[src/rtl/rtc_pkg.sv]
// Shared RTC bus definitions: sequencer states, register map and generator
// counter landmarks, common to the read and write sequencers.
package rtc_pkg;

  typedef enum logic [1:0] {
    ST_IDLE = 2'd0,
    ST_SYNC = 2'd1,
    ST_RUN  = 2'd2,
    ST_DONE = 2'd3
  } rtc_state_t;

  typedef logic [2:0] reg_idx_t;

  localparam int SNAP_REGS = 6;

  localparam logic [7:0] ADDR_SEG  = 8'h21;
  localparam logic [7:0] ADDR_MIN  = 8'h22;
  localparam logic [7:0] ADDR_HORA = 8'h23;
  localparam logic [7:0] ADDR_DIA  = 8'h24;
  localparam logic [7:0] ADDR_MES  = 8'h25;
  localparam logic [7:0] ADDR_ANIO = 8'h26;

  localparam logic [5:0] RTC_END_CNT     = 6'd42;
  localparam logic [5:0] RTC_CAPTURE_CNT = 6'd28;

endpackage

[src/rtl/rtc_bcd_check.sv]
// Flags a byte whose upper or lower nibble is not a decimal digit.
module rtc_bcd_check (
  input  logic [7:0] val,
  output logic       nib_err
);

  assign nib_err = (val[7:4] > 4'd9) || (val[3:0] > 4'd9);

endmodule

[src/rtl/rtc_read_sequencer.sv]
// Walks the six RTC time registers through the read-control generator and
// publishes a complete snapshot with a done pulse and a BCD sanity flag.
module rtc_read_sequencer
  import rtc_pkg::*;
#(
  parameter int         NUM_REGS    = 6,
  parameter logic [7:0] BASE_ADDR   = ADDR_SEG,
  parameter logic [5:0] CAPTURE_CNT = RTC_CAPTURE_CNT,
  parameter logic [5:0] END_CNT     = RTC_END_CNT
) (
  input  logic       clk,
  input  logic       rst,
  input  logic       start,
  input  logic [5:0] cont_lectura,
  input  logic [7:0] dato_in,
  output logic       enable_leer,
  output logic [7:0] dir_out,
  output logic       busy,
  output logic       done,
  output logic       bcd_err,
  output logic [7:0] seg,
  output logic [7:0] min,
  output logic [7:0] hora,
  output logic [7:0] dia,
  output logic [7:0] mes,
  output logic [7:0] anio
);

  rtc_state_t state, state_n;
  reg_idx_t   idx, idx_n;
  logic       cap, snap_ld;
  logic [7:0] shadow [SNAP_REGS];
  logic [SNAP_REGS-1:0] err_vec;

  always_comb begin
    state_n = state;
    idx_n   = idx;
    cap     = 1'b0;
    snap_ld = 1'b0;
    case (state)
      ST_IDLE: begin
        if (start) begin
          idx_n   = '0;
          // A non-zero count means the generator froze mid-transaction.
          state_n = (cont_lectura == 6'd0) ? ST_RUN : ST_SYNC;
        end
      end
      ST_SYNC: begin
        if (cont_lectura == END_CNT) begin
          state_n = ST_RUN;
          idx_n   = '0;
        end
      end
      ST_RUN: begin
        cap = (cont_lectura == CAPTURE_CNT);
        if (cont_lectura == END_CNT) begin
          if (idx == reg_idx_t'(NUM_REGS - 1)) begin
            state_n = ST_DONE;
            snap_ld = 1'b1;
          end else begin
            idx_n = idx + 3'd1;
          end
        end
      end
      ST_DONE: state_n = ST_IDLE;
      default: state_n = ST_IDLE;
    endcase
  end

  // Outputs are registered from the next-state decode so they switch on the
  // same edge as the state itself.
  always_ff @(posedge clk or negedge rst) begin
    if (!rst) begin
      state       <= ST_IDLE;
      idx         <= '0;
      enable_leer <= 1'b0;
      dir_out     <= '0;
      busy        <= 1'b0;
      done        <= 1'b0;
    end else begin
      state       <= state_n;
      idx         <= idx_n;
      enable_leer <= (state_n == ST_SYNC) || (state_n == ST_RUN);
      dir_out     <= (state_n == ST_RUN) ? (BASE_ADDR + {5'd0, idx_n}) : 8'd0;
      busy        <= (state_n != ST_IDLE);
      done        <= (state_n == ST_DONE);
    end
  end

  always_ff @(posedge clk or negedge rst) begin
    if (!rst) begin
      for (int i = 0; i < SNAP_REGS; i++) shadow[i] <= '0;
    end else if (cap) begin
      shadow[idx] <= dato_in;
    end
  end

  genvar g;
  generate
    for (g = 0; g < SNAP_REGS; g++) begin : g_bcd
      rtc_bcd_check u_chk (
        .val     (shadow[g]),
        .nib_err (err_vec[g])
      );
    end
  endgenerate

  // The last byte is captured well before END_CNT, so the shadow set is
  // complete when the snapshot loads and nothing partial is ever exposed.
  always_ff @(posedge clk or negedge rst) begin
    if (!rst) begin
      seg     <= '0;
      min     <= '0;
      hora    <= '0;
      dia     <= '0;
      mes     <= '0;
      anio    <= '0;
      bcd_err <= 1'b0;
    end else if (snap_ld) begin
      seg     <= shadow[0];
      min     <= shadow[1];
      hora    <= shadow[2];
      dia     <= shadow[3];
      mes     <= shadow[4];
      anio    <= shadow[5];
      bcd_err <= |err_vec;
    end
  end

endmodule

[config.mk]
export PLATFORM = sky130hd
export DESIGN_NAME = rtc_read_sequencer
export DESIGN_NICKNAME = d
export VERILOG_FILES = /design/src/rtl/rtc_pkg.sv /design/src/rtl/rtc_bcd_check.sv /design/src/rtl/rtc_read_sequencer.sv
export SDC_FILE = /design/constraint.sdc
export NUM_CORES = 1
export LEC_CHECK = 0
export BUFFER_PORTS_ARGS = -buffer_cell sky130_fd_sc_hd__buf_2
export CAP_MARGIN = 0
export CORE_ASPECT_RATIO = 1.1
export CORE_MARGIN = 4
export CORE_UTILIZATION = 50
export DETAILED_ROUTE_END_ITERATION = 8
export GPL_ROUTABILITY_DRIVEN = 1
export PLACE_DENSITY_LB_ADDON = 0.25
export SETUP_SLACK_MARGIN = 0.02
export SLEW_MARGIN = 20
export SYNTH_ARGS = -nofsm -noshare
export SYNTH_HDL_FRONTEND = slang
export SYNTH_SLANG_ARGS = --single-unit
[constraint.sdc]
create_clock -name clk -period 2.1 [get_ports clk]
set_input_delay 0.42 -clock clk [delete_from_list [all_inputs] [get_ports clk]]
set_output_delay 0.42 -clock clk [all_outputs]
set_load 0.01 [all_outputs]
==> results of run 1 <==
-- Yosys cell counts, types with 2 or more instances --
| library cell | number | area [sq um] |
|---|---|---|
| buf_4 | 3 | 22.5 |
| clkbuf_1 | 9 | 33.8 |
| dfrtp_1 | 110 | 2750 |
| ha_1 | 6 | 75.1 |
| inv_1 | 7 | 26.3 |
| mux2_2 | 97 | 1090 |
| nand2_1 | 5 | 18.8 |
| nand2b_1 | 2 | 12.5 |
| nand3_1 | 5 | 25.0 |
| nand4_1 | 3 | 18.8 |
| nor2_1 | 7 | 26.3 |
| nor3_1 | 2 | 10.0 |
| o21ai_0 | 16 | 80.1 |
| o22ai_1 | 4 | 25.0 |
-- flip-flops by register name, indices dropped and copies added, names as in the netlist --
name         count
mes              8
dia              8
shadow          48
enable_leer      1
dir_out          5
anio             8
done             1
state            2
seg              8
hora             8
idx              3
busy             1
bcd_err          1
min              8
-- worst max path at each step --
| stage | to | slack (ns) | cells after the start |
|---|---|---|---|
| 2_1_floorplan | shadow[16] | -0.07 | 4 |
| 3_3_place_gp | shadow[22] | -0.10 | 6 |
| 3_5_place_dp | shadow[23] | -0.12 | 6 |
| 4_1_cts | dir_out[1] | 0.03 | 8 |
| 5_1_grt | dir_out[1] | 0.03 | 8 |
| 6_report | anio[5] | 0.12 | 6 |
-- stage by stage --
stage	utilization, %	TNS [ns]	std cells	total power, uW
global placement	59.6	-1.18	486	2410
global route	62.0	0	502	3750
detailed placement	59.6	-1.51	486	2420
CTS	61.9	0	502	3630
floorplan	-	-0.586	299	2290
finish	62.0	0	502	3590
-- logic make-up (layout without fill, tap and decap cells) --
kind of cell               count (synthesis)  count (layout)  share of synthesized area, %
xor gates and xnor gates                   1               1                         0.198
other                                      1               3                        0.0849
muxes                                     97              97                          24.7
DFF                                      110             110                          62.3
and+or+nand+nor                           37              37                          5.58
AOI/OAI and AO/OA                         26              26                          3.49
buffers and inverters                     19             111                          1.87
adders and majority gates                  6               6                          1.70
-- layout make-up --
class,instances,area (sq um),area share (%)
well taps,111,139,2.64
multi-input cells,170,1630,30.9
flip-flops and latches,110,2750,52.2
clock inverters,5,38.8,0.736
repair buffers,88,531,10.1
inverters,7,26.3,0.499
clock buffers,11,151,2.87
-- power groups by stage --
stage / Clock, uW / Sequential, uW / Combinational (uW)
after global placement: 0 / 2200 / 209
after floorplan: 0 / 2210 / 78.5
after global routing: 1350 / 2160 / 240
final: 1230 / 2160 / 210
after detailed placement: 0 / 2200 / 213
after CTS: 1260 / 2160 / 214
-- metal layers --
metal  global-route usage [%]  vias to the layer above  routed length (microns)
met5                        0                        -                        0
met4                     5.64                        0                      122
met3                     4.59                       14                      399
met2                     30.0                       48                     4280
met1                     21.3                     1372                     3600
li1                         -                     1236                        -
==> results by group, run 1 <==
Status
  – Result of the run: completed

Setup path
  – Setup slack of the most critical reg-to-reg path: 0.12 ns
  – Library cell contributing the largest single delay on the critical path: or3_2
  – Category of the worst setup path launch point: flop
  – Largest stage delay on the critical path: 0.50 ns
  – Data arrival time of the worst path: 2.24 ns
  – Worst r2r dst: anio[5]
  – Crit Path Class: reg -> reg
  – Startpoint of the worst-slack reg-to-reg timing path: idx[1]
  – CP bufs+invs: 2
  – Required time at the endpoint of the critical path: 2.36 ns
  – Critical Path End Type: flop
  – Source of the critical timing path: idx[1]
  – Biggest fanout along the worst timing path: 50
  – Largest delay share family, worst path: simple AND/OR/NAND/NOR gates
  – Cell-by-cell trace of the critical path: inv_2 -> ha_1 -> nand2_1 -> or3_2 -> buf_12 -> mux2_2
  – R2R cell count: 6

Clock tree
  – Setup Fix Bufs, Post-CTS: 0
  – Resized cells post-CTS: 0
  – Clock edge transition at the registers on the reported setup and hold paths: 0.10 ns
  – Buffer type at the clock tree root: clkbuf_8
  – CTS HTree Levels: 3
  – Clock latency on the worst-skew pair: 0.37 ns
  – Hold buffers post-CTS: 0
  – CTS tree: built
  – Clock tree sinks: 110
  – Buffer depth of the longest clock path: 2
  – CTS Buf Count: 9

Pwr
  – Highest ir drop seen on vdd: 0.000336 V
  – Clock Power Share: 34.1%
  – Switching part of the total power: 24.1%
  – Part of the total power dissipated in sequential elements: 60.1%
  – Part of the total power dissipated in combinational logic: 5.8%
  – Switching pwr: 866 uW
  – Power density of the placed cells: 682 mW/mm^2
  – Int Pwr: 2730 uW
  – Leakage: 0.00284 uW

Die
  – Number of primary I/O pins: 77
  – Die height: 107 microns
  – Die ar.: 0.0104 sq mm
  – Die extent in x: 97.6 microns
  – Core region area: 0.00850 sq mm
  – Initial core utilization: 52.0%
  – Row Count: 35

Finish
  – Total inserted antenna cells: 0
  – Cell area after layout: 0.00527 sq mm
  – Nets: 409
  – Leading cell types in the layout, fill and taps excluded: dfrtp_1 (110), mux2_2 (89), buf_2 (72)
  – Growth of design area from synthesis to finish: 19.3%
  – Commonest non-fill, non-tap cell in the layout: dfrtp_1
  – Fraction of layout instances using a drive strength above 1: 54.0%
  – Filler cell count: 676

Logic synthesis
  – Dominant synthesized flop cell: dfrtp_1
  – Synthesized area divided by synthesized cell count: 14.9 sq um
  – Yosys warning count: 0
  – Seq/Total Area, Yosys: 62.3%
  – Synthesized instance count: 297
  – Cell variety after synth: 35
  – Count of state elements after synthesis: 110
  – Asr flop ratio synth: 100%
  – Netlist area before placement: 0.00442 sq mm
  – Number of enable flip-flop cells after synthesis: 0

Route
  – Drt via density: 5.32
  – Routed length per instance: 16.8 microns
  – Via count: 2,670
  – Residual antenna-violating net count after detailed routing: 0
  – Number of DRC violations after detailed routing: 0
  – Number of DRC markers in iteration 0: 113
  – Final routed wirelength across all metal layers: 8410 microns
  – First-pass detailed-route iteration total: 4

Timing
  – Achievable frequency: 0.505 GHz
  – Final setup margin: 0.120 ns
  – Time the final worst path needs with I/O delays and setup: 1.98 ns
  – Final period util: 94.3%
  – Hold Slack: 0.0889 ns
  – Setup repair after global routing missed its margin: no
  – Worst Max-Slew Pin Slew: 0.578 ns
  – Final Max Slew Viols: 0
  – Final-report setup violation count: 0
  – Endpoints failing hold: 0
  – Final setup skew: 0.0115 ns
  – Rel. slew slack: 61.4%

Placed design
  – Placed Area: 0.00507 sq mm
  – DP Worst Slack: -0.120 ns
  – Count of port buffers added during placement: 73
  – Final HPWL from detailed placement: 5930 microns
  – Final weighted congestion in routability-driven placement: 0.882

Global route
  – Leftover overflow at the end of global routing: 0
  – Number of antenna violations at the first check in global routing: 0
  – Largest net degree at the start of global routing: 111
  – GRT Total Usage: 17.4%
  – Global-route wire length before repair: 14,200 microns
  – Vias in the first global route: 2,836

Job
  – Max capacitance violation total: 0

Hold path
  – Kind of path behind the tightest hold check: in -> async
Note: power is estimated with default switching activity, not from simulation.
==> run 2, diff against run 1 <==
--- a/config.mk
+++ b/config.mk
@@ -13,6 +13,7 @@
 export DETAILED_ROUTE_END_ITERATION = 8
 export GPL_ROUTABILITY_DRIVEN = 1
 export PLACE_DENSITY_LB_ADDON = 0.25
+export RECOVER_POWER = 25
 export SETUP_SLACK_MARGIN = 0.02
 export SLEW_MARGIN = 20
 export SYNTH_ARGS = -nofsm -noshare
==> results by group, run 2 (same netlist as run 1, synthesis figures left out) <==
Pwr
  – Switching part of the total power: 24.1% (about the same)
  – Highest ir drop seen on vdd: 0.000335 V (was 0.000336 V)
  – Part of the total power dissipated in sequential elements: 60.2% (was 60.1%)
  – Power density of the placed cells: 683 mW/mm^2 (was 682 mW/mm^2)
  – Part of the total power dissipated in combinational logic: 5.7% (was 5.8%)
  – Clock Power Share: 34.1% (about the same)
  – Switching pwr: 863 uW (was 866 uW)
  – Leakage: 0.00283 uW (was 0.00284 uW)
  – Int Pwr: 2730 uW (about the same)

Route
  – Number of DRC markers in iteration 0: 109 (was 113)
  – Final routed wirelength across all metal layers: 8410 microns (about the same)
  – Residual antenna-violating net count after detailed routing: 0 (unchanged)
  – Number of DRC violations after detailed routing: 0 (unchanged)
  – Drt via density: 5.33 (was 5.32)
  – Routed length per instance: 16.8 microns (about the same)
  – First-pass detailed-route iteration total: 5 (was 4)
  – Via count: 2,675 (was 2,670)

Die
  – Die ar.: 0.0104 sq mm (unchanged)
  – Die height: 107 microns (unchanged)
  – Initial core utilization: 52.0% (unchanged)
  – Row Count: 35 (unchanged)
  – Number of primary I/O pins: 77 (unchanged)
  – Die extent in x: 97.6 microns (unchanged)
  – Core region area: 0.00850 sq mm (unchanged)

Finish
  – Nets: 409 (unchanged)
  – Fraction of layout instances using a drive strength above 1: 54.0% (unchanged)
  – Final instance count without filler cells: 502 (unchanged)
  – Commonest non-fill, non-tap cell in the layout: dfrtp_1 (unchanged)
  – Utilization after layout: 61.9% (was 62.0%)
  – Total inserted antenna cells: 0 (unchanged)
  – Top reg by flops: shadow (unchanged)
  – Growth of design area from synthesis to finish: 19.0% (was 19.3%)
  – Largest register FFs: 48 (unchanged)
  – Leading cell types in the layout, fill and taps excluded: dfrtp_1 (110), mux2_2 (89), buf_2 (72) (unchanged)

Job
  – Max capacitance violation total: 0 (unchanged)

Setup path
  – R2R cell count: 6 (unchanged)
  – Data arrival time of the worst path: 2.24 ns (about the same)
  – Crit Path Class: reg -> reg (unchanged)
  – Critical Path End Type: flop (unchanged)
  – Biggest fanout along the worst timing path: 50 (unchanged)
  – Setup slack of the most critical reg-to-reg path: 0.13 ns (was 0.12 ns)
  – Worst r2r dst: anio[5] (unchanged)
  – Category of the worst setup path launch point: flop (unchanged)
  – Required time at the endpoint of the critical path: 2.36 ns (about the same)
  – Source of the critical timing path: idx[1] (unchanged)
  – Startpoint of the worst-slack reg-to-reg timing path: idx[1] (unchanged)

Status
  – Result of the run: completed (unchanged)

Placed design
  – Final HPWL from detailed placement: 5930 microns (unchanged)
  – Count of port buffers added during placement: 73 (unchanged)
  – DP Worst Slack: -0.120 ns (unchanged)
  – Final weighted congestion in routability-driven placement: 0.882 (unchanged)
  – Placed insts: 486 (unchanged)

Clock tree
  – Clock latency on the worst-skew pair: 0.37 ns (about the same)
  – CTS tree: built (unchanged)
  – Clock edge transition at the registers on the reported setup and hold paths: 0.10 ns (about the same)
  – Buffer type at the clock tree root: clkbuf_8 (unchanged)
  – Buffer depth of the longest clock path: 2 (unchanged)
  – Clock tree sinks: 110 (unchanged)
  – CTS Buf Count: 9 (unchanged)
  – Hold buffers post-CTS: 0 (unchanged)
  – CTS HTree Levels: 3 (unchanged)

Timing
  – Final period util: 94.0% (was 94.3%)
  – Final-report setup violation count: 0 (unchanged)
  – Achievable frequency: 0.507 GHz (was 0.505 GHz)
  – Final setup margin: 0.126 ns (was 0.120 ns)
  – Endpoints failing hold: 0 (unchanged)
  – Rel. slew slack: 3.95% (was 61.4%)
  – Final Max Slew Viols: 0 (unchanged)
  – Time the final worst path needs with I/O delays and setup: 1.97 ns (was 1.98 ns)
  – Hold Slack: 0.395 ns (was 0.0889 ns)
  – Setup repair after global routing missed its margin: no (unchanged)
  – Worst Max-Slew Pin Slew: 1.44 ns (was 0.578 ns)
  – Final setup skew: 0.0111 ns (was 0.0115 ns)
  – Final-layout setup total negative slack: 0 ns (unchanged)

Global route
  – Leftover overflow at the end of global routing: 0 (unchanged)
  – Global-route wire length before repair: 14,200 microns (unchanged)
  – Number of antenna violations at the first check in global routing: 0 (unchanged)
  – Vias in the first global route: 2,836 (unchanged)
  – GRT Total Usage: 17.4% (unchanged)
  – Largest net degree at the start of global routing: 111 (unchanged)

Hold path
  – Kind of path behind the tightest hold check: in -> reg (was in -> async)
  – Hold path endpoint: shadow[5]
  – Number of instances on the worst hold path: 2
  – Hold path startpoint: dato_in[5]
run 2: layout make-up:
class                      count  area (sq um)
clock buffer                  11           151
inverter                       7          26.3
clock inverter                 5          38.8
fill                         678          3240
timing repair buffer          88           518
sequential                   110          2750
multi-input combinational    170          1630
tap                          111           139
run 2: metrics by stage:
step,area [sq um],power [uW]
4_1_cts,5260,3630
6_report,5260,3590
5_1_grt,5260,3750
2_1_floorplan,4450,2290
3_5_place_dp,5070,2420
3_3_place_gp,5070,2410
run 2: worst max-delay path, stage by stage, from the launching register on:
cell and delay (ns):
dfrtp_1 0.42, inv_2 0.10, ha_1 0.19, nand2_1 0.11, or3_2 0.50, buf_12 0.21, mux2_2 0.31
run 2: worst max-delay path by stage:
| stage | endpoint | slack [ns] | cells after the start |
|---|---|---|---|
| 2_1_floorplan | shadow[16] | -0.07 | 4 |
| 3_3_place_gp | shadow[22] | -0.10 | 6 |
| 3_5_place_dp | shadow[23] | -0.12 | 6 |
| 4_1_cts | dir_out[1] | 0.03 | 8 |
| 5_1_grt | dir_out[1] | 0.03 | 8 |
| 6_report | anio[5] | 0.13 | 6 |
run 2: what timing repair did:
| item | CTS | global route |
|---|---|---|
| gates resized for setup | 0 | 4 |
| endpoints found under the setup margin | 0 | 3 |
| buffers inserted | 0 | 0 |
run 2: layer usage:
| metal | track usage [%] | share of wire (%) | vias to the layer above |
|---|---|---|---|
| li1 | - | - | 1235 |
| met1 | 21.3 | 42 | 1376 |
| met2 | 30.0 | 52 | 52 |
| met3 | 4.59 | 4.8 | 12 |
| met4 | 5.64 | 1.3 | 0 |
| met5 | 0 | 0 | - |
run 2: power by group through the flow:
stage / Sequential (uW) / Clock (uW) / Combinational, uW
5_1_grt: 2160 / 1350 / 237
3_3_place_gp: 2200 / 0 / 209
6_report: 2160 / 1220 / 206
4_1_cts: 2160 / 1260 / 214
3_5_place_dp: 2200 / 0 / 213
2_1_floorplan: 2210 / 0 / 78.5
==> run 3, diff against run 2 <==
--- a/config.mk
+++ b/config.mk
@@ -7,14 +7,17 @@
 export LEC_CHECK = 0
 export BUFFER_PORTS_ARGS = -buffer_cell sky130_fd_sc_hd__buf_2
 export CAP_MARGIN = 0
+export CELL_PAD_IN_SITES_DETAIL_PLACEMENT = 1
+export CELL_PAD_IN_SITES_GLOBAL_PLACEMENT = 1
 export CORE_ASPECT_RATIO = 1.1
 export CORE_MARGIN = 4
-export CORE_UTILIZATION = 50
+export CORE_UTILIZATION = 41
 export DETAILED_ROUTE_END_ITERATION = 8
 export GPL_ROUTABILITY_DRIVEN = 1
 export PLACE_DENSITY_LB_ADDON = 0.25
 export RECOVER_POWER = 25
 export SETUP_SLACK_MARGIN = 0.02
+export SKIP_LAST_GASP = 1
 export SLEW_MARGIN = 20
 export SYNTH_ARGS = -nofsm -noshare
 export SYNTH_HDL_FRONTEND = slang
==> results by group, run 3 (same netlist as run 1, synthesis figures left out) <==
Pwr
  – Leakage: 0.00291 uW (was 0.00283 uW)
  – Sum of internal, switching and leakage power: 4180 uW (was 3590 uW)
  – Highest ir drop seen on vdd: 0.000444 V (was 0.000335 V)
  – Part of the total power dissipated in sequential elements: 51.7% (was 60.2%)
  – Power density of the placed cells: 764 mW/mm^2 (was 683 mW/mm^2)
  – Int Pwr: 3270 uW (was 2730 uW)
  – Part of the total power dissipated in combinational logic: 5.2% (was 5.7%)
  – Switching part of the total power: 21.8% (was 24.1%)
  – Clock Power Share: 43.1% (was 34.1%)
  – Switching pwr: 912 uW (was 863 uW)

Route
  – Number of DRC violations after detailed routing: 0 (unchanged)
  – First-pass detailed-route iteration total: 5 (unchanged)
  – Number of DRC markers in iteration 0: 86 (was 109)
  – Residual antenna-violating net count after detailed routing: 0 (unchanged)
  – Drt via density: 5.12 (was 5.33)
  – Final routed wirelength across all metal layers: 9690 microns (was 8410 microns)
  – Routed length per instance: 18.0 microns (was 16.8 microns)
  – Via count: 2,761 (was 2,675)

Global route
  – Layer with the highest usage: met2 (unchanged)
  – Vias in the first global route: 3,015 (was 2,836)
  – Leftover overflow at the end of global routing: 0 (unchanged)
  – Number of antenna violations at the first check in global routing: 0 (unchanged)
  – Global-route wire length before repair: 16,100 microns (was 14,200 microns)
  – GRT Total Usage: 16.9% (was 17.4%)
  – Met3 usage in global routing: 2.69% (was 4.59%)
  – GR met1 Demand/Resource: 20.2% (was 21.3%)
  – GR Util met2: 30.4% (was 30.0%)
  – Largest net degree at the start of global routing: 51 (was 111)

Clock tree
  – Buffer type at the clock tree root: clkbuf_16 (was clkbuf_8)
  – CTS HTree Levels: 3 (unchanged)
  – CTS tree: built (unchanged)
  – Clock tree sinks: 110 (unchanged)
  – Clock latency on the worst-skew pair: 0.35 ns (was 0.37 ns)
  – Buffer depth of the longest clock path: 2 (unchanged)
  – CTS Buf Count: 9 (unchanged)
  – Clock edge transition at the registers on the reported setup and hold paths: 0.07 ns (was 0.10 ns)

Timing
  – Final setup skew: 0.0111 ns (about the same)
  – Time the final worst path needs with I/O delays and setup: 2.00 ns (was 1.97 ns)
  – Final period util: 95.2% (was 94.0%)
  – Endpoints failing hold: 0 (unchanged)
  – Worst Max-Slew Pin Slew: 0.921 ns (was 1.44 ns)
  – Rel. slew slack: 38.6% (was 3.95%)
  – Setup repair after global routing missed its margin: no (unchanged)
  – Achievable frequency: 0.500 GHz (was 0.507 GHz)
  – Final-report setup violation count: 0 (unchanged)
  – Hold Slack: 0.419 ns (was 0.395 ns)
  – Final Max Slew Viols: 0 (unchanged)

Die
  – Row Count: 39 (was 35)
  – Core region area: 0.0104 sq mm (was 0.00850 sq mm)
  – Die extent in x: 107 microns (was 97.6 microns)
  – Die ar.: 0.0125 sq mm (was 0.0104 sq mm)
  – Die height: 117 microns (was 107 microns)
  – Initial core utilization: 42.3% (was 52.0%)
  – Number of primary I/O pins: 77 (unchanged)

Setup path
  – Crit Path Class: reg -> reg (unchanged)
  – Critical Path End Type: flop (unchanged)
  – Biggest fanout along the worst timing path: 8 (was 50)
  – Startpoint of the worst-slack reg-to-reg timing path: idx[1] (unchanged)
  – Data arrival time of the worst path: 2.23 ns (was 2.24 ns)
  – Category of the worst setup path launch point: flop (unchanged)
  – Source of the critical timing path: idx[1] (unchanged)
  – Required time at the endpoint of the critical path: 2.33 ns (was 2.36 ns)

Placed design
  – Final HPWL from detailed placement: 6880 microns (was 5930 microns)
  – Count of port buffers added during placement: 73 (unchanged)
  – Placed insts: 520 (was 486)
  – Placed Area: 0.00513 sq mm (was 0.00507 sq mm)
  – Final weighted congestion in routability-driven placement: 0.829 (was 0.882)

Finish
  – Final instance count without filler cells: 539 (was 502)
  – Growth of design area from synthesis to finish: 24.0% (was 19.0%)
  – Top reg by flops: shadow (unchanged)
  – Total inserted antenna cells: 0 (unchanged)
  – Fraction of layout instances using a drive strength above 1: 54.8% (was 54.0%)
  – Nets: 414 (was 409)
  – Largest register FFs: 48 (unchanged)
  – Commonest non-fill, non-tap cell in the layout: dfrtp_1 (unchanged)
  – Leading cell types in the layout, fill and taps excluded: dfrtp_1 (110), mux2_2 (89), buf_2 (72) (unchanged)
  – Cell area after layout: 0.00547 sq mm (was 0.00526 sq mm)

Status
  – Result of the run: completed (unchanged)

Hold path
  – Hold path startpoint: dato_in[0] (was dato_in[5])
  – Kind of path behind the tightest hold check: in -> reg (unchanged)

Job
  – Max capacitance violation total: 0 (unchanged)
run 3: final cells by class:
| class | count | area (sq um) |
|---|---|---|
| Timing Repair Buffer | 93 | 553 |
| Clock inverter | 7 | 95.1 |
| Inverter | 7 | 26.3 |
| Tap cell | 143 | 179 |
| Fill cell | 1091 | 4970 |
| Multi-Input combinational cell | 170 | 1640 |
| Clock buffer | 9 | 225 |
| Sequential cell | 110 | 2750 |
run 3: repair_timing:
item / 4_1_cts / 5_1_grt
pin swaps: 0 / 0
setup buffers: 0 / 2
hold buffers: 1 / 0
endpoints found under the setup margin: 2 / 60
endpoints found under the hold margin: 20 / 0
resized for setup: 1 / 6
run 3: worst max-delay path: stages, from the launching register on:
cell     delay [ns]
dfrtp_1        0.41
inv_2          0.07
buf_4          0.13
or4_4          0.56
nor3b_4        0.23
buf_12         0.17
mux2_4         0.30
run 3: routing by layer:
metal	part of all wire, %	vias up	wire length (microns)
li1	-	1245	-
met1	41	1452	3980
met2	54	52	5190
met3	3.4	12	331
met4	1.9	0	180
met5	0	-	0
run 3: metrics by stage:
stage / worst slack (ns) / utilization (%) / setup TNS [ns]
floorplan: -0.0732 / - / -0.586
global placement: -0.107 / 49.2 / -1.32
detailed placement: -0.136 / 49.2 / -2.16
CTS: 0.0364 / 52.4 / 0
global route: 0.0182 / 52.4 / 0
finish: 0.101 / 52.4 / 0
run 3: path summary, 6_finish.rpt:
check | slack, ns | endpoint | depth (start not counted)
worst max-delay path | 0.10 | shadow[17] | 6
worst min-delay path | 0.42 | shadow[16] | 2
worst max register to register | 0.10 | shadow[17] | 6
worst min register to register | 0.50 | min[7] | 1
max in group asynchronous | 0.43 | shadow[42] | 3
min in group asynchronous | 0.50 | seg[7] | 2
run 3: power groups by stage:
stage	registers, uW	clock network (uW)	logic [uW]
after detailed placement	2200	0	221
after CTS	2160	1850	224
after global placement	2200	0	216
after floorplan	2210	0	78.5
final	2160	1800	216
after global routing	2160	1960	250
